[src/rtl/seg_scan_decoder.sv]
// Receive-side monitor for an 8-digit multiplexed seven-segment bus: filters, decodes and frames digits.
// Optional SCAN_CHANGE_ONLY_EN: discard completed frames identical to the last one loaded.
module seg_scan_decoder #(
  parameter int STABLE_CYCLES = 4,
  parameter int CNT_W         = 8
) (
  input  logic        clk,
  input  logic        rst_n,
  input  logic [7:0]  AN,
  input  logic [7:0]  SEG,
  input  logic        frame_ready,
  output logic        frame_valid,
  output logic [31:0] frame_value,
  output logic [7:0]  frame_dp,
  output logic        frame_err,
  output logic        overrun
);

  typedef enum logic [1:0] {S_SYNC, S_SETTLE, S_HOLD} state_t;

  localparam logic [CNT_W:0] LP_STABLE = (CNT_W+1)'(STABLE_CYCLES);
  localparam logic [CNT_W:0] LP_ONE    = (CNT_W+1)'(1);

  state_t             r_state;
  logic [7:0]         r_an_meta, r_an_sync, r_seg_meta, r_seg_sync;
  logic [7:0]         r_an_lat, r_seg_lat;
  logic [CNT_W-1:0]   r_cnt;
  logic [7:0]         r_mask;
  logic [31:0]        r_dig_nib;
  logic [7:0]         r_dig_dp, r_dig_err;
  logic               r_frame_valid;
  logic [31:0]        r_frame_value;
  logic [7:0]         r_frame_dp;
  logic               r_frame_err;
  logic               r_overrun;

  logic [7:0]         w_an_sel;
  logic               w_one_digit;
  logic [2:0]         w_idx;
  logic [3:0]         w_nib;
  logic               w_bad;
  logic [CNT_W:0]     w_cnt_next;
  logic               w_complete, w_accept, w_drop_same, w_load;

  always_ff @(posedge clk or negedge rst_n) begin
    if (!rst_n) begin
      r_an_meta  <= 8'hFF;
      r_an_sync  <= 8'hFF;
      r_seg_meta <= 8'hFF;
      r_seg_sync <= 8'hFF;
    end else begin
      r_an_meta  <= AN;
      r_an_sync  <= r_an_meta;
      r_seg_meta <= SEG;
      r_seg_sync <= r_seg_meta;
    end
  end

  assign w_an_sel    = ~r_an_sync;
  assign w_one_digit = (w_an_sel != 8'h00) && ((w_an_sel & (w_an_sel - 8'h01)) == 8'h00);
  assign w_cnt_next  = {1'b0, r_cnt} + LP_ONE;

  always_comb begin
    w_idx = 3'd0;
    for (int k = 0; k < 8; k++) begin
      if (!r_an_lat[k]) w_idx = 3'(k);
    end
  end

  always_comb begin
    w_nib = 4'h0;
    w_bad = 1'b0;
    case (r_seg_lat[6:0])
      7'h40: w_nib = 4'h0;
      7'h79: w_nib = 4'h1;
      7'h24: w_nib = 4'h2;
      7'h30: w_nib = 4'h3;
      7'h19: w_nib = 4'h4;
      7'h12: w_nib = 4'h5;
      7'h02: w_nib = 4'h6;
      7'h78: w_nib = 4'h7;
      7'h00: w_nib = 4'h8;
      7'h10: w_nib = 4'h9;
      7'h08: w_nib = 4'hA;
      7'h03: w_nib = 4'hB;
      7'h46: w_nib = 4'hC;
      7'h21: w_nib = 4'hD;
      7'h06: w_nib = 4'hE;
      7'h0E: w_nib = 4'hF;
      default: w_bad = 1'b1;
    endcase
  end

  // A full mask is consumed by the frame logic one cycle after the last capture; the FSM is in HOLD then.
  always_ff @(posedge clk or negedge rst_n) begin
    if (!rst_n) begin
      r_state   <= S_SYNC;
      r_an_lat  <= 8'hFF;
      r_seg_lat <= 8'hFF;
      r_cnt     <= '0;
      r_mask    <= 8'h00;
      r_dig_nib <= 32'h0;
      r_dig_dp  <= 8'h00;
      r_dig_err <= 8'h00;
    end else begin
      if (w_complete) begin
        r_mask    <= 8'h00;
        r_dig_err <= 8'h00;
      end
      case (r_state)
        S_SYNC: begin
          if (w_one_digit) begin
            r_an_lat  <= r_an_sync;
            r_seg_lat <= r_seg_sync;
            r_cnt     <= CNT_W'(1);
            r_state   <= S_SETTLE;
          end
        end
        S_SETTLE: begin
          if ({r_an_sync, r_seg_sync} != {r_an_lat, r_seg_lat}) begin
            r_cnt   <= '0;
            r_state <= S_SYNC;
          end else if (w_cnt_next >= LP_STABLE) begin
            r_dig_nib[{w_idx, 2'b00} +: 4] <= w_nib;
            r_dig_dp[w_idx]  <= ~r_seg_lat[7];
            r_dig_err[w_idx] <= w_bad;
            r_mask[w_idx]    <= 1'b1;
            r_state          <= S_HOLD;
          end else begin
            r_cnt <= w_cnt_next[CNT_W-1:0];
          end
        end
        S_HOLD: begin
          if (r_an_sync != r_an_lat) r_state <= S_SYNC;
        end
        default: r_state <= S_SYNC;
      endcase
    end
  end

  assign w_complete = (r_mask == 8'hFF);
  assign w_accept   = r_frame_valid && frame_ready;

`ifdef SCAN_CHANGE_ONLY_EN
  logic r_loaded_once;
  assign w_drop_same = r_loaded_once && (r_dig_nib == r_frame_value) &&
                       (r_dig_dp == r_frame_dp) && ((|r_dig_err) == r_frame_err);
  always_ff @(posedge clk or negedge rst_n) begin
    if (!rst_n)      r_loaded_once <= 1'b0;
    else if (w_load) r_loaded_once <= 1'b1;
  end
`else
  assign w_drop_same = 1'b0;
`endif

  assign w_load = w_complete && !w_drop_same && (!r_frame_valid || w_accept);

  always_ff @(posedge clk or negedge rst_n) begin
    if (!rst_n) begin
      r_frame_valid <= 1'b0;
      r_frame_value <= 32'h0;
      r_frame_dp    <= 8'h00;
      r_frame_err   <= 1'b0;
      r_overrun     <= 1'b0;
    end else if (w_load) begin
      r_frame_valid <= 1'b1;
      r_frame_value <= r_dig_nib;
      r_frame_dp    <= r_dig_dp;
      r_frame_err   <= |r_dig_err;
    end else begin
      if (w_accept) r_frame_valid <= 1'b0;
      if (w_complete && !w_drop_same) r_overrun <= 1'b1;
    end
  end

  assign frame_valid = r_frame_valid;
  assign frame_value = r_frame_value;
  assign frame_dp    = r_frame_dp;
  assign frame_err   = r_frame_err;
  assign overrun     = r_overrun;

endmodule

[config.mk]
export PLATFORM = sky130hd
export DESIGN_NAME = seg_scan_decoder
export DESIGN_NICKNAME = d
export VERILOG_FILES = /design/src/rtl/seg_scan_decoder.sv
export SDC_FILE = /design/constraint.sdc
export NUM_CORES = 1
export LEC_CHECK = 0
export BUFFER_PORTS_ARGS = -buffer_cell sky130_fd_sc_hd__buf_2
export CAP_MARGIN = 30
export CELL_PAD_IN_SITES_DETAIL_PLACEMENT = 1
export CELL_PAD_IN_SITES_GLOBAL_PLACEMENT = 2
export CORE_ASPECT_RATIO = 1.4
export CORE_UTILIZATION = 44
export CTS_CLUSTER_DIAMETER = 40
export DETAILED_ROUTE_END_ITERATION = 6
export PLACE_DENSITY_LB_ADDON = 0.1
export SYNTH_ARGS = -nofsm -noshare
export SYNTH_HDL_FRONTEND = slang
export SYNTH_SLANG_ARGS = --single-unit
[constraint.sdc]
create_clock -name clk -period 6.2 [get_ports clk]
set_input_delay 0.93 -clock clk [delete_from_list [all_inputs] [get_ports clk]]
set_output_delay 0.93 -clock clk [all_outputs]
set_load 0.02 [all_outputs]
# After elaboration in Yosys (flattened, before gate mapping)
# Cells that the tools add are included.
[totals]
wordCells = 107
register_bits = 157
output_inout_bits = 43
in_bits = 19
[classes]
magnitude_cmp = 3
addsub = 3
eq_ne = 24
bitwise_logic = 6
reduce_logical = 19
muxes = 33
shift = 2
[op_table]
columns = ["operator", "count"]
rows = [
  ["8-bit 2-to-1 mux", 11],
  ["4-bit case mux with 15 select lines", 1],
  ["32-bit bitwise mux", 1],
  ["4-bit by 7-bit variable shift with 32-bit output (first input constant)", 1],
  ["4-bit by 7-bit indexed part select with 32-bit output", 1],
  ["7-bit equality test (second input constant)", 4],
  ["7-bit by 5-bit equality test with 1-bit output (second input constant)", 3],
  ["7-bit by 6-bit equality test with 1-bit output (second input constant)", 3],
  ["3-bit 2-to-1 mux", 6],
  ["8-bit bitwise mux", 2],
  ["16-bit inequality test", 1],
  ["8-bit case mux with 2 select lines", 1],
  ["16-bit OR reduction", 1],
  ["7-bit by 2-bit equality test with 1-bit output (second input constant)", 2],
  ["7-bit by 4-bit equality test with 1-bit output (second input constant)", 2],
  ["8-bit by 1-bit adder with 9-bit output (second input constant)", 1],
  ["9-bit by 3-bit >= comparator with 1-bit output (second input constant)", 1],
  ["3-bit AND reduction", 3],
  ["8-bit AND", 1],
  ["8-bit equality test (second input constant)", 1],
  ["8-bit zero test", 1],
  ["2-bit 2-to-1 mux", 4],
  ["8-bit inequality test", 1],
  ["8-bit NOT", 1],
  ["23 further kinds", 36],
]

# Logic depth before layout (Yosys ltp)
# Gate-level depths: netlist of the first run.
[logic_depth]
depth_word = 15
depth_mapped = 13
ltp_nobuf = 11

# Worst setup path after synthesis of the first run
# Ideal clock, no wire load.
[synth_path]
kind = "register -> register"
from = "register r_an_lat[2]"
to = "register r_dig_nib[11]"
t_arrival_ns = 2.836
setup_time_ns = 0.125
stages_incl_launch_ff = 14
n_path_buf = 2
synth_period_minus_slack_ns = 2.961
path_slack_ns = 3.239
required_ns = 6.075
path_cell_list = "dfstp_2 nand2b_1 a21boi_0 o21ai_0 nand2_1 clkinv_1 ha_1 ha_1 clkbuf_1 nand2b_1 nor3b_1 and3_1 clkbuf_1 mux2_2"
[synth_via]
elab_chain_len = 9
elab_cells_between_ends = 13
classes_between = "1 x add/sub; 1 x eq/ne; 2 x shift; 7 x mux; 1 x bitwise; 1 x reduce/logical"
[synth_rtl]
columns = ["item", "line", "text"]
rows = [
  ["start: declaration", "26", "logic [7:0] r_an_lat, r_seg_lat;"],
  ["start signal: assignment", "113", "r_an_lat <= r_an_sync;"],
  ["3-bit 2-to-1 mux (6 in series)", "66", "if (!r_an_lat[k]) w_idx = 3'(k);"],
  ["5-bit negation with 7-bit output", "124", "r_dig_nib[{w_idx, 2'b00} +: 4] <= w_nib;"],
  ["4-bit by 7-bit indexed part select with 32-bit output / 4-bit by 7-bit variable shift with 32-bit output (equally long branches)", "124", ""],
  ["32-bit bitwise mux", "124", ""],
  ["end signal: indexed assignment", "124", ""],
  ["end: declaration", "29", "logic [31:0] r_dig_nib;"],
]
# Parallel ways exist; a longest one is shown, timed or not.
# A chain may end at the register's enable or synchronous reset.

# Final worst setup path of the first run
[layout_path]
from = "register r_an_lat[4]"
to = "register r_dig_nib[25]"
[layout_via]
elab_chain_len = 7
elab_cells_between_ends = 11
classes_between = "1 x add/sub; 1 x eq/ne; 2 x shift; 5 x mux; 1 x bitwise; 1 x reduce/logical"
[layout_rtl]
columns = ["item", "line"]
rows = [
  ["3-bit 2-to-1 mux (4 in series)", "66"],
  ["5-bit negation with 7-bit output", "124"],
  ["4-bit by 7-bit indexed part select with 32-bit output / 4-bit by 7-bit variable shift with 32-bit output (equally long branches)", "124"],
  ["32-bit bitwise mux", "124"],
]
# Parallel ways exist; a longest one is shown, timed or not.

==> metrics.log, run 1 <==
[metrics] leakage power total: between 3 and 4 nW
[metrics] total number of clock tree sinks: 157
[metrics] Die Outline Area: approximately 15000 um^2
[metrics] post-layout min period: between 3 and 4 ns
[metrics] Hold Path Sink: r_an_sync[0]$_DFF_PN1_
[metrics] sw frac: 0.2828
[metrics] data required time of the worst path: around 6.5 ns
[metrics] unrepaired setup endpoints after global routing: false
[metrics] Final Setup Violations: 0
[metrics] Detail Placement HPWL: slightly above 9000 um
[metrics] number of nets in the layout: 582
[metrics] top cell type's share of synthesized area: 0.4160
[metrics] growth of design area from synthesis to finish: 16.09%
[metrics] Resized Gates After CTS: 0
[metrics] number of nets in the synthesized netlist: between 500 and 600
[metrics] die span in x: 105.2 um
[metrics] Port Buf Inserts: 61
[metrics] CTS H-tree depth: 4
[metrics] number of diodes: 0
[metrics] Hold Fails Final Rpt: 0
[metrics] CTS hold repair buffers: 0
[metrics] number of maximum-capacitance constraint violations: 0
[metrics] count of yosys warnings during synthesis: 0
[metrics] worst reg2reg startpoint: r_an_lat[4]$_DFFE_PN1P_
[metrics] First-pass DRT Iterations: 4
[metrics] asr flop ratio synth: 1.000
[metrics] Synth area leader: sky130_fd_sc_hd__dfrtp_1
[metrics] I/O pins: 62
[metrics] sum of routed wire length over all layers: 13490 um
[metrics] transition time at the pin with the least slew margin: around 0.75 ns
[metrics] crit share post-route: 0.5245
[metrics] largest net degree at the start of global routing: 86
[metrics] Arrival @ worst endpoint: roughly 3.6 ns
[metrics] via/cell ratio: ~5.3
[metrics] worst reg2reg path endpoint: r_dig_nib[25]$_DFFE_PN0P_
[metrics] Register Area: around 4000 um^2
[metrics] total area of multi-input combinational cells: around 2400 um^2
[metrics] register clock-pin slew on the reported worst setup and hold paths: 0.06 ns
[metrics] Die Span Y: 146.4 um
[metrics] most frequently used flop master after synthesis: sky130_fd_sc_hd__dfrtp_1
[metrics] number of filler instances in the final layout: 1481
[metrics] number of rows in the core area: between 50 and 60
[metrics] slack of the worst reg-to-reg path: around 2.9 ns
[metrics] Placeable Area: 14510 um^2
[metrics] initial DRC count: ~110
[metrics] effective utilization at floorplan: 0.4519
[metrics] Register-to-Register Path Depth: 9
[metrics] wire length per cell: 17.74 um
[metrics] largest cells by area after synthesis: sky130_fd_sc_hd__dfrtp_1 (42%), sky130_fd_sc_hd__dfstp_2 (19%), sky130_fd_sc_hd__mux2_2 (14%), sky130_fd_sc_hd__mux2i_1 (3.7%), sky130_fd_sc_hd__xor2_1 (2.4%)
[metrics] Worst-Skew Late Latency: between 0.4 and 0.5 ns
[metrics] net switching power: approximately 0.68 mW
[metrics] Hold Path Origin: r_an_meta[0]$_DFF_PN1_
[metrics] antenna violations before repair: 0
[metrics] maximum resistive drop on vdd: roughly 0.16 mV
[metrics] final-layout setup total negative slack: 0 ns
[metrics] clock skew: approximately 0.0087 ns
[metrics] setup fix buffers added after clock tree synthesis: 0
[metrics] combined global-route utilization of all metal layers: 0.1925
[metrics] Congestion Overflow GR: 0
[metrics] final design area excluding fillers: ~7600 um^2
[metrics] via count of the first global-routing pass: ~4400
[metrics] number of pins with negative max-slew slack in the final report: 0
[metrics] crit path max fanout: 10
[metrics] Distinct cells, synth: 53
[metrics] Worst Setup Path Type: reg -> reg
[metrics] mean cell area of the mapped netlist: 13.19 um^2
[metrics] Critical Path Sink Type: flop
[metrics] Routed Antenna Nets: 0
[metrics] synthesized instance count: 497
[metrics] Min-Delay Path Class: reg -> reg
[metrics] count of flip-flops with a built-in enable after synthesis: 0
[metrics] gpl congestion: between 0.7 and 0.8
[metrics] proportion of synthesized chip area in sequential cells: 0.6084
[metrics] clock tree from TritonCTS: yes
[metrics] number of buffers created by CTS: 17
[metrics] wire length of the first global-routing pass: approximately 23000 um
[metrics] Max transition margin: 0.4930
[metrics] placed cell area: roughly 7000 um^2
[metrics] Worst Hold Path Cells: 0
[metrics] buffers from clock root to sink, at most: 2
[metrics] Gate power share: 0.112
[metrics] final routed DRC violation total: 0
[metrics] number of register bits inferred by synthesis: roughly 160
[metrics] CTS root buf: sky130_fd_sc_hd__clkbuf_16
[metrics] cell area after synthesis: about 6600 um^2
[metrics] status: finished clean
[metrics] clock power share: 0.393
[metrics] internal power consumption: around 1.7 mW
[metrics] Via Count: ~4000
[metrics] layout cell share with drive strength beyond 1: 0.4133
[metrics] timing-limited maximum frequency: roughly 300 MHz
[metrics] type of element launching the critical path: flop
[metrics] share of power burned in registers: 0.495
[metrics] PD cells: ~320 nW/um^2
==> cells by family (layout without fill, tap and decap cells) <==
group,Yosys count,after routing,share of synthesized area
DFF,157,157,0.6084
xor gates and xnor gates,18,18,0.02405
AOI/OAI and AO/OA,38,38,0.04046
muxes,108,108,0.1809
and+or+nand+nor,126,126,0.1088
buffers and inverters,44,118,0.02633
adders and majority gates,6,6,0.01107
==> area by class of cell <==
type,count,share of cell area
clock buffer,18,0.05639
clock inverter,14,0.01447
inverter,21,0.01036
multi-input combinational,296,0.3161
sequential,157,0.5241
tap,189,0.03107
timing repair buffer,65,0.04751
==> metrics by stage <==
stage	instances	power [mW]	hold WS (ns)	util	setup WS [ns]
after floorplan	497	1.377	0.3452	-	3.239
after global placement	727	1.468	0.3458	0.4855	3.127
after detailed placement	727	1.486	0.3472	0.4855	3.020
after CTS	759	2.447	0.3504	0.5227	2.985
after global routing	760	2.524	0.3548	0.5246	2.737
final	760	2.413	0.3480	0.5246	2.948
==> cell usage in the layout (no fill, tap or decap), drive strengths merged, types with 2 or more instances in the layout <==
| cell type | netlist | routed |
|---|---|---|
| clkinvlp | 0 | 3 |
| nand3 | 9 | 9 |
| mux2i | 24 | 24 |
| xor2 | 18 | 18 |
| buf | 5 | 65 |
| nor2 | 7 | 7 |
| clkbuf | 18 | 18 |
| or4 | 2 | 2 |
| clkinv | 1 | 7 |
| o31ai | 2 | 2 |
| and3b | 3 | 3 |
| nor4 | 9 | 9 |
| o21ai | 12 | 12 |
| and2 | 11 | 11 |
| ha | 5 | 5 |
| nand2 | 38 | 38 |
| nand4 | 11 | 11 |
| nand2b | 5 | 5 |
| nor2b | 3 | 3 |
| or2 | 3 | 3 |
| dfstp | 48 | 48 |
| nor3b | 2 | 2 |
| and3 | 4 | 4 |
| a31oi | 6 | 6 |
| inv | 20 | 25 |
| dfrtp | 109 | 109 |
| a211oi | 2 | 2 |
| nand4b | 2 | 2 |
| a21o | 2 | 2 |
| or3 | 3 | 3 |
| nor3 | 8 | 8 |
| mux2 | 84 | 84 |
| a21oi | 4 | 4 |
==> critical path, stage by stage (launching register included) <==
cell,delay (ns)
sky130_fd_sc_hd__dfstp_2,0.58
sky130_fd_sc_hd__a21boi_0,0.17
sky130_fd_sc_hd__o21ai_0,0.09
sky130_fd_sc_hd__nand2_1,0.21
sky130_fd_sc_hd__clkinv_1,0.31
sky130_fd_sc_hd__ha_1,0.28
sky130_fd_sc_hd__ha_1,0.40
sky130_fd_sc_hd__nor4b_1,0.42
sky130_fd_sc_hd__and3_1,0.31
sky130_fd_sc_hd__mux2_2,0.36
==> layer usage <==
metal  part of all wire  vias up  routed length, um  GRT usage
li1                   -     1867                  -          -
met1               0.42     2074               5674     0.2292
met2               0.54       59               7301     0.3437
met3              0.026       14                350    0.04107
met4              0.012        0                159    0.06479
met5                  0        -                  0          0
==> how the worst max path moves through the flow <==
stage	start	endpoint	slack, ns
4_1_cts	r_an_lat[2]$_DFFE_PN1P_	r_dig_nib[25]$_DFFE_PN0P_	2.98
5_1_grt	r_an_lat[4]$_DFFE_PN1P_	r_dig_nib[24]$_DFFE_PN0P_	2.74
6_report	r_an_lat[4]$_DFFE_PN1P_	r_dig_nib[25]$_DFFE_PN0P_	2.95
3_5_place_dp	r_an_lat[2]$_DFFE_PN1P_	r_dig_nib[27]$_DFFE_PN0P_	3.02
2_1_floorplan	r_an_lat[2]$_DFFE_PN1P_	r_dig_nib[11]$_DFFE_PN0P_	3.24
3_3_place_gp	r_an_lat[2]$_DFFE_PN1P_	r_dig_nib[25]$_DFFE_PN0P_	3.13
==> power groups by stage <==
| stage | logic (mW) | registers, mW | clock network, mW |
|---|---|---|---|
| floorplan | 0.227 | 1.15 | 0 |
| global placement | 0.261 | 1.21 | 0 |
| detailed placement | 0.273 | 1.21 | 0 |
| CTS | 0.275 | 1.20 | 0.976 |
| global route | 0.303 | 1.21 | 1.01 |
| finish | 0.271 | 1.19 | 0.947 |
==> cell usage after synthesis, types with 8 or more instances <==
| cell | count |
|---|---|
| sky130_fd_sc_hd__nand4_1 | 11 |
| sky130_fd_sc_hd__mux2_2 | 84 |
| sky130_fd_sc_hd__o21ai_0 | 12 |
| sky130_fd_sc_hd__nand2_1 | 38 |
| sky130_fd_sc_hd__nand3_1 | 9 |
| sky130_fd_sc_hd__dfstp_2 | 48 |
| sky130_fd_sc_hd__nor3_1 | 8 |
| sky130_fd_sc_hd__and2_1 | 11 |
| sky130_fd_sc_hd__clkbuf_1 | 18 |
| sky130_fd_sc_hd__mux2i_1 | 24 |
| sky130_fd_sc_hd__inv_1 | 20 |
| sky130_fd_sc_hd__dfrtp_1 | 109 |
| sky130_fd_sc_hd__xor2_1 | 18 |
No activity file was read; power rests on OpenSTA's default activity.
==> run 2: changes to the inputs <==
- ABC_AREA: unset -> 1
- CORE_UTILIZATION: 44 -> 32
- clock period: 6.2 -> 2.9 ns (I/O delays scaled with it)
==> metrics.log, run 2 <==
[metrics] number of nets in the synthesized netlist: approximately 900
[metrics] Congestion Overflow GR: 0
[metrics] clock tree from TritonCTS: yes
[metrics] count of yosys warnings during synthesis: 0
[metrics] leading cell types in the layout, fill and taps excluded: sky130_fd_sc_hd__nand2_1 (399), sky130_fd_sc_hd__dfrtp_1 (109), sky130_fd_sc_hd__nor2_1 (91)
[metrics] wire length of the first global-routing pass: ~30000 um
[metrics] Resized Gates After CTS: 0
[metrics] wire length per cell: about 14 um
[metrics] Hold Fails Final Rpt: 0
[metrics] cell area after synthesis: 7128 um^2
[metrics] number of buffers created by CTS: 17
[metrics] CTS H-tree depth: 4
[metrics] growth of design area from synthesis to finish: 17.83%
[metrics] unrepaired setup endpoints after global routing: false
[metrics] largest cells by area after synthesis: sky130_fd_sc_hd__dfrtp_1 (38%), sky130_fd_sc_hd__nand2_1 (21%), sky130_fd_sc_hd__dfstp_2 (18%), sky130_fd_sc_hd__nor2_1 (4.8%), sky130_fd_sc_hd__inv_1 (4.1%)
[metrics] timing-limited maximum frequency: 401.3 MHz
[metrics] Routed Antenna Nets: 0
[metrics] number of maximum-capacitance constraint violations: 0
[metrics] I/O pins: 62
[metrics] total number of clock tree sinks: 157
[metrics] proportion of synthesized chip area in sequential cells: 0.5596
[metrics] slack of the worst reg-to-reg path: a little over 0.4 ns
[metrics] via count of the first global-routing pass: around 6000
[metrics] Port Buf Inserts: 61
[metrics] register clock-pin slew on the reported worst setup and hold paths: around 0.070 ns
[metrics] gpl congestion: between 0.7 and 0.8
[metrics] final routed DRC violation total: 0
[metrics] Worst Setup Path Type: reg -> reg
[metrics] Final Setup Violations: 0
[metrics] clock skew: 0.01119 ns
[metrics] asr flop ratio synth: 1.000
[metrics] Via Count: around 5800
[metrics] number of pins with negative max-slew slack in the final report: 0
[metrics] number of register bits inferred by synthesis: 157
[metrics] maximum resistive drop on vdd: between 0.4 and 0.5 mV
[metrics] Arrival @ worst endpoint: roughly 2.8 ns
[metrics] leakage power total: about 4.6 nW
[metrics] placed cell area: between 7000 and 8000 um^2
[metrics] final-layout setup total negative slack: 0 ns
[metrics] largest net degree at the start of global routing: 59
[metrics] most frequently used flop master after synthesis: sky130_fd_sc_hd__dfrtp_1
[metrics] buffers from clock root to sink, at most: 2
[metrics] setup fix buffers added after clock tree synthesis: 0
[metrics] PD cells: roughly 630 nW/um^2
[metrics] effective utilization at floorplan: 0.3261
[metrics] count leader, synth: sky130_fd_sc_hd__nand2_1
[metrics] Min-Delay Path Class: in -> reg
[metrics] sum of routed wire length over all layers: approximately 18000 um
[metrics] Max transition margin: 0.6620
[metrics] worst slack at placement: 0.4051 ns
[metrics] via/cell ratio: 4.534
[metrics] CTS root buf: sky130_fd_sc_hd__clkbuf_16
[metrics] CTS hold repair buffers: 1
[metrics] Placeable Area: around 22000 um^2
[metrics] combined global-route utilization of all metal layers: 0.1720
[metrics] most frequent standard cell in the layout excluding fill and tap cells: sky130_fd_sc_hd__nand2_1
[metrics] Worst-Skew Late Latency: about 0.44 ns
[metrics] Detail Placement HPWL: about 13000 um
[metrics] post-layout min period: between 2 and 2.5 ns
[metrics] layout cell share with drive strength beyond 1: 0.1878
[metrics] Distinct cells, synth: 30
[metrics] First-pass DRT Iterations: 5
[metrics] count of flip-flops with a built-in enable after synthesis: 0
[metrics] Critical Path Sink Type: flop
[metrics] crit share post-route: 0.8592
[metrics] most frequent cells after synthesis: sky130_fd_sc_hd__nand2_1 (399), sky130_fd_sc_hd__dfrtp_1 (109), sky130_fd_sc_hd__nor2_1 (92), sky130_fd_sc_hd__inv_1 (77), sky130_fd_sc_hd__dfstp_2 (48)
[metrics] number of diodes: 0
[metrics] antenna violations before repair: 0
[metrics] number of nets in the layout: around 1000
[metrics] final design area excluding fillers: approximately 8400 um^2
[metrics] mean cell area of the mapped netlist: ~8 um^2
[metrics] Die Outline Area: ~23000 um^2
[metrics] synthesized instance count: between 800 and 900
[metrics] Die Span Y: 178.6 um
[metrics] crit path max fanout: 8
[metrics] data required time of the worst path: roughly 3.2 ns
[metrics] die span in x: 128.1 um
[metrics] transition time at the pin with the least slew margin: between 0.5 and 0.6 ns
[metrics] number of rows in the core area: between 60 and 70
[metrics] status: finished clean
[metrics] fin worst setup slack: 0.4082 ns
[metrics] Synth area leader: sky130_fd_sc_hd__dfrtp_1
[metrics] initial DRC count: approximately 140
[metrics] type of element launching the critical path: flop
[metrics] top cell type's share of synthesized area: 0.3827
[run 2: cell types whose count changed after synthesis, moves of 9 or more]
cell,previous run,this run
sky130_fd_sc_hd__mux2_2,84,0
sky130_fd_sc_hd__xor2_1,18,0
sky130_fd_sc_hd__o21ai_1,0,14
sky130_fd_sc_hd__nand3_1,9,32
sky130_fd_sc_hd__inv_1,20,77
sky130_fd_sc_hd__mux2i_1,24,0
sky130_fd_sc_hd__nor2_1,7,92
sky130_fd_sc_hd__o21ai_0,12,31
sky130_fd_sc_hd__and2_1,11,2
sky130_fd_sc_hd__nand2_1,38,399
[run 2: cells by family (layout without fill, tap and decap cells)]
family	Yosys count	after routing	synth area share
AND/OR/NAND/NOR	569	569	0.3281
adder cells (fa/ha/maj)	5	5	0.008777
flip-flops	157	157	0.5596
XOR/XNOR	2	2	0.002458
AO/OA/AOI/OAI	56	56	0.04230
buffers and inverters	105	191	0.05880
[run 2: worst paths after layout]
check | from | to | cells past startpoint
hold reg to reg | r_an_meta[0]$_DFF_PN1_ | r_an_sync[0]$_DFF_PN1_ | 0
min in group asynchronous | rst_n | frame_dp[4]$_DFFE_PN0P_ | 2
hold / removal | AN[5] | r_an_meta[5]$_DFF_PN1_ | 1
setup / recovery | r_an_lat[5]$_DFFE_PN1P_ | r_dig_nib[25]$_DFFE_PN0P_ | 13
setup reg to reg | r_an_lat[5]$_DFFE_PN1P_ | r_dig_nib[25]$_DFFE_PN0P_ | 13
max in group asynchronous | rst_n | r_seg_sync[4]$_DFF_PN1_ | 3
[run 2: worst max-delay path, cell delays in order, from the launching register on]
cell	delay, ns
sky130_fd_sc_hd__dfstp_2	0.59
sky130_fd_sc_hd__nand2_1	0.09
sky130_fd_sc_hd__nand3_1	0.08
sky130_fd_sc_hd__o21ai_0	0.16
sky130_fd_sc_hd__ha_1	0.24
sky130_fd_sc_hd__ha_1	0.21
sky130_fd_sc_hd__inv_1	0.20
sky130_fd_sc_hd__nand4_1	0.16
sky130_fd_sc_hd__inv_1	0.19
sky130_fd_sc_hd__nand3_1	0.13
sky130_fd_sc_hd__inv_1	0.07
sky130_fd_sc_hd__nand2_1	0.09
sky130_fd_sc_hd__nand2_1	0.10
sky130_fd_sc_hd__nand2_1	0.06
[run 2: area by class of cell]
class                           count  area, um^2
Timing Repair Buffer               74       436.7
Multi-Input combinational cell    632        2723
Clock buffer                       17       425.4
Tap cell                          297       371.6
Inverter                           85       319.1
Clock inverter                     15       135.1
Fill cell                        2686       13460
Sequential cell                   157        3989
[run 2: power breakdown]
group          total, mW  internal [mW]  switching, mW
registers           2.44           2.33          0.106
logic              0.667          0.179          0.488
clock network       2.17           1.19          0.975
total               5.27           3.70           1.57
[run 2: layer usage]
| metal | track usage | up-vias | wire length, um |
|---|---|---|---|
| met5 | 0 | - | 0 |
| met4 | 0.05588 | 0 | 212 |
| met1 | 0.1980 | 2817 | 7774 |
| li1 | - | 2896 | - |
| met3 | 0.03719 | 11 | 408 |
| met2 | 0.3139 | 66 | 9227 |
[run 2: stage by stage]
| stage | util | instances | power [mW] | hold WS [ns] |
|---|---|---|---|---|
| 3_3_place_gp | 0.3581 | 1244 | 3.138 | 0.3458 |
| 3_5_place_dp | 0.3581 | 1244 | 3.162 | 0.3469 |
| 6_report | 0.3842 | 1277 | 5.270 | 0.09135 |
| 5_1_grt | 0.3842 | 1277 | 5.552 | 0.06110 |
| 4_1_cts | 0.3842 | 1277 | 5.374 | 0.06009 |
| 2_1_floorplan | - | 894 | 2.887 | 0.1394 |
==> run 3: changes to the inputs <==
- GPL_TIMING_DRIVEN: unset -> 0
==> metrics.log, run 3 (synthesis gave the netlist of run 2 again) <==
[metrics] detailed-routing wirelength on met1: 8033 um
[metrics] antenna violations before repair: 0
[metrics] via count of the first global-routing pass: 5926
[metrics] crit share post-route: 0.8986
[metrics] Register-to-Register Path Depth: 15
[metrics] Port Buf Inserts: between 60 and 70
[metrics] gpl congestion: approximately 0.74
[metrics] number of nets in the layout: about 1000
[metrics] number of maximum-capacitance constraint violations: 0
[metrics] clock tree from TritonCTS: yes
[metrics] Arrival @ worst endpoint: about 2.9 ns
[metrics] number of pins with negative max-slew slack in the final report: 0
[metrics] CTS root buf: sky130_fd_sc_hd__clkbuf_16
[metrics] final routed DRC violation total: 0
[metrics] worst reg2reg path endpoint: r_dig_nib[25]$_DFFE_PN0P_
[metrics] final design area excluding fillers: approximately 8500 um^2
[metrics] utilization after layout: 0.3867
[metrics] transition time at the pin with the least slew margin: between 0.6 and 0.7 ns
[metrics] buffers from clock root to sink, at most: 2
[metrics] Hold Path Sink: r_an_meta[6]$_DFF_PN1_
[metrics] Routed Antenna Nets: 0
[metrics] Min-Delay Path Class: in -> reg
[metrics] sum of buffers and inverters on the critical path: 3
[metrics] worst setup path startpoint: r_an_lat[2]$_DFFE_PN1P_
[metrics] worst stage delay on the critical path: 0.57 ns
[metrics] Congestion Overflow GR: 0
[metrics] largest net degree at the start of global routing: about 120
[metrics] Die Span Y: approximately 180 um
[metrics] number of buffers created by CTS: 17
[metrics] number of diodes: 0
[metrics] crit path max fanout: 8
[metrics] placed cell area: between 7000 and 8000 um^2
[metrics] Critical Path Sink Type: flop
[metrics] maximum resistive drop on vdd: approximately 0.36 mV
[metrics] slack of the worst reg-to-reg path: ~0.29 ns
[metrics] Placeable Area: ~22000 um^2
[metrics] CTS H-tree depth: 4
[metrics] post-layout min period: 2.606 ns
[metrics] setup fix buffers added after clock tree synthesis: 0
[metrics] status: finished clean
[metrics] unrepaired setup endpoints after global routing: false
[metrics] data required time of the worst path: between 3 and 4 ns
[metrics] leakage power total: around 4.6 nW
[metrics] leading cell types in the layout, fill and taps excluded: sky130_fd_sc_hd__nand2_1 (399), sky130_fd_sc_hd__dfrtp_1 (109), sky130_fd_sc_hd__nor2_1 (91)
[metrics] PD cells: 631.5 nW/um^2
[metrics] Hold Path Origin: AN[6]
[metrics] growth of design area from synthesis to finish: 18.59%
[metrics] cell mode on critical path: sky130_fd_sc_hd__nand2_1
[metrics] Hold Fails Final Rpt: 0
[metrics] Worst-Skew Late Latency: approximately 0.43 ns
[metrics] die span in x: 128.1 um
[metrics] total number of clock tree sinks: 157
[metrics] initial DRC count: 240
[metrics] I/O pins: between 60 and 70
[metrics] Detail Placement HPWL: 13080 um
[metrics] Max transition margin: 0.5864
[metrics] clock skew: between 0.01 and 0.015 ns
[metrics] Die Outline Area: between 20000 and 25000 um^2
[metrics] timing-limited maximum frequency: about 380 MHz
[metrics] Final Setup Violations: 0
[metrics] number of filler instances in the final layout: roughly 2700
[metrics] Via Count: ~5700
[metrics] type of element launching the critical path: flop
[metrics] number of rows in the core area: 64
[metrics] sum of routed wire length over all layers: 17690 um
[metrics] via/cell ratio: between 4 and 5
[metrics] wire length of the first global-routing pass: 30320 um
[metrics] cells along the critical path: nand2_1 -> nand2_1 -> nand2_1 -> nand2_1 -> a21oi_4 -> ha_1 -> ha_2 -> inv_1 -> nand4_1 -> inv_1 -> nand3_1 -> inv_1 -> nand2_1 -> nand2_1 -> nand2_1
[metrics] most frequent standard cell in the layout excluding fill and tap cells: sky130_fd_sc_hd__nand2_1
[metrics] First-pass DRT Iterations: 4
[metrics] worst reg2reg startpoint: r_an_lat[2]$_DFFE_PN1P_
[metrics] wire length per cell: roughly 14 um
[metrics] final-layout setup total negative slack: 0 ns
[metrics] metal3 WL: ~420 um
[metrics] layout cell share with drive strength beyond 1: 0.1822
[metrics] top routing layer in use: met4
[metrics] largest delay contributor family on the critical path: simple AND/OR/NAND/NOR gates
[metrics] register clock-pin slew on the reported worst setup and hold paths: roughly 0.06 ns
[metrics] critical-path cell with the highest stage delay: sky130_fd_sc_hd__dfstp_2
[metrics] combined global-route utilization of all metal layers: 0.1729
[metrics] total met2 wirelength after detailed routing: a little under 9000 um
[metrics] Worst Setup Path Type: reg -> reg
[metrics] effective utilization at floorplan: 0.3261
[metrics] Worst Hold Path Cells: 1
[run 3: changes by cell type in the layout (fill, tap and decap cells not counted), sizes merged]
cell / delta
buf: -5
clkbuf: +19
clkinv: -2
clkinvlp: -2
inv: -2
[run 3: layer usage]
metal  track usage  vias to the layer above
met5             0                        -
met4       0.06127                        0
met3       0.03479                       18
met2        0.2964                       71
met1        0.2150                     2737
li1              -                     2922
[run 3: worst register-to-register path, delay by kind of cell, from the launching register on]
family / cells / cell delay [ns]
AOI/OAI and AO/OA: 1 / 0.11
and+or+nand+nor: 9 / 0.92
DFF: 1 / 0.57
adders and majority gates: 2 / 0.39
buffers and inverters: 3 / 0.50
[run 3: timing repair]
item | CTS | global route
hold buffers | 1 | 0
setup endpoints to repair | 20 | 16
hold endpoints to repair | 18 | 0
gates resized for setup | 2 | 6
[run 3: worst max-delay path by stage]
stage / end / slack, ns / cells after the start
after floorplan: r_dig_nib[16]$_DFFE_PN0P_ / 0.33 / 14
after global placement: r_cnt[5]$_DFFE_PN0P_ / -1.11 / 1
after detailed placement: r_dig_nib[16]$_DFFE_PN0P_ / -0.36 / 16
after CTS: r_dig_nib[0]$_DFFE_PN0P_ / 0.05 / 12
after global routing: r_dig_nib[27]$_DFFE_PN0P_ / 0.006 / 15
final: r_dig_nib[25]$_DFFE_PN0P_ / 0.29 / 15
[run 3: final cells by class]
| class | count | area, um^2 | share of cell area |
|---|---|---|---|
| Timing Repair Buffer | 63 | 352.8 | 0.04174 |
| Buffer | 19 | 96.34 | 0.01140 |
| Inverter | 85 | 321.6 | 0.03804 |
| Clock inverter | 9 | 80.08 | 0.009473 |
| Multi-Input combinational cell | 632 | 2741 | 0.3243 |
| Clock buffer | 23 | 500.5 | 0.05921 |
| Tap cell | 297 | 371.6 | 0.04396 |
| Sequential cell | 157 | 3989 | 0.4719 |
[run 3: power breakdown]
part	internal [mW]	switching, mW	total (mW)
combinational	0.183	0.514	0.697
sequential	2.33	0.0889	2.42
clock	1.31	0.916	2.22
total	3.82	1.52	5.34
[run 3: through the flow]
stage | hold WS (ns) | instances | total power [mW] | worst slack (ns)
final | 0.1009 | 1285 | 5.338 | 0.2941
after global routing | 0.07556 | 1285 | 5.605 | 0.005516
after CTS | 0.07232 | 1285 | 5.433 | 0.04779
after detailed placement | 0.3352 | 1253 | 3.155 | -0.3553
after global placement | 0.3458 | 1252 | 3.138 | -1.110
after floorplan | 0.1394 | 894 | 2.887 | 0.3335
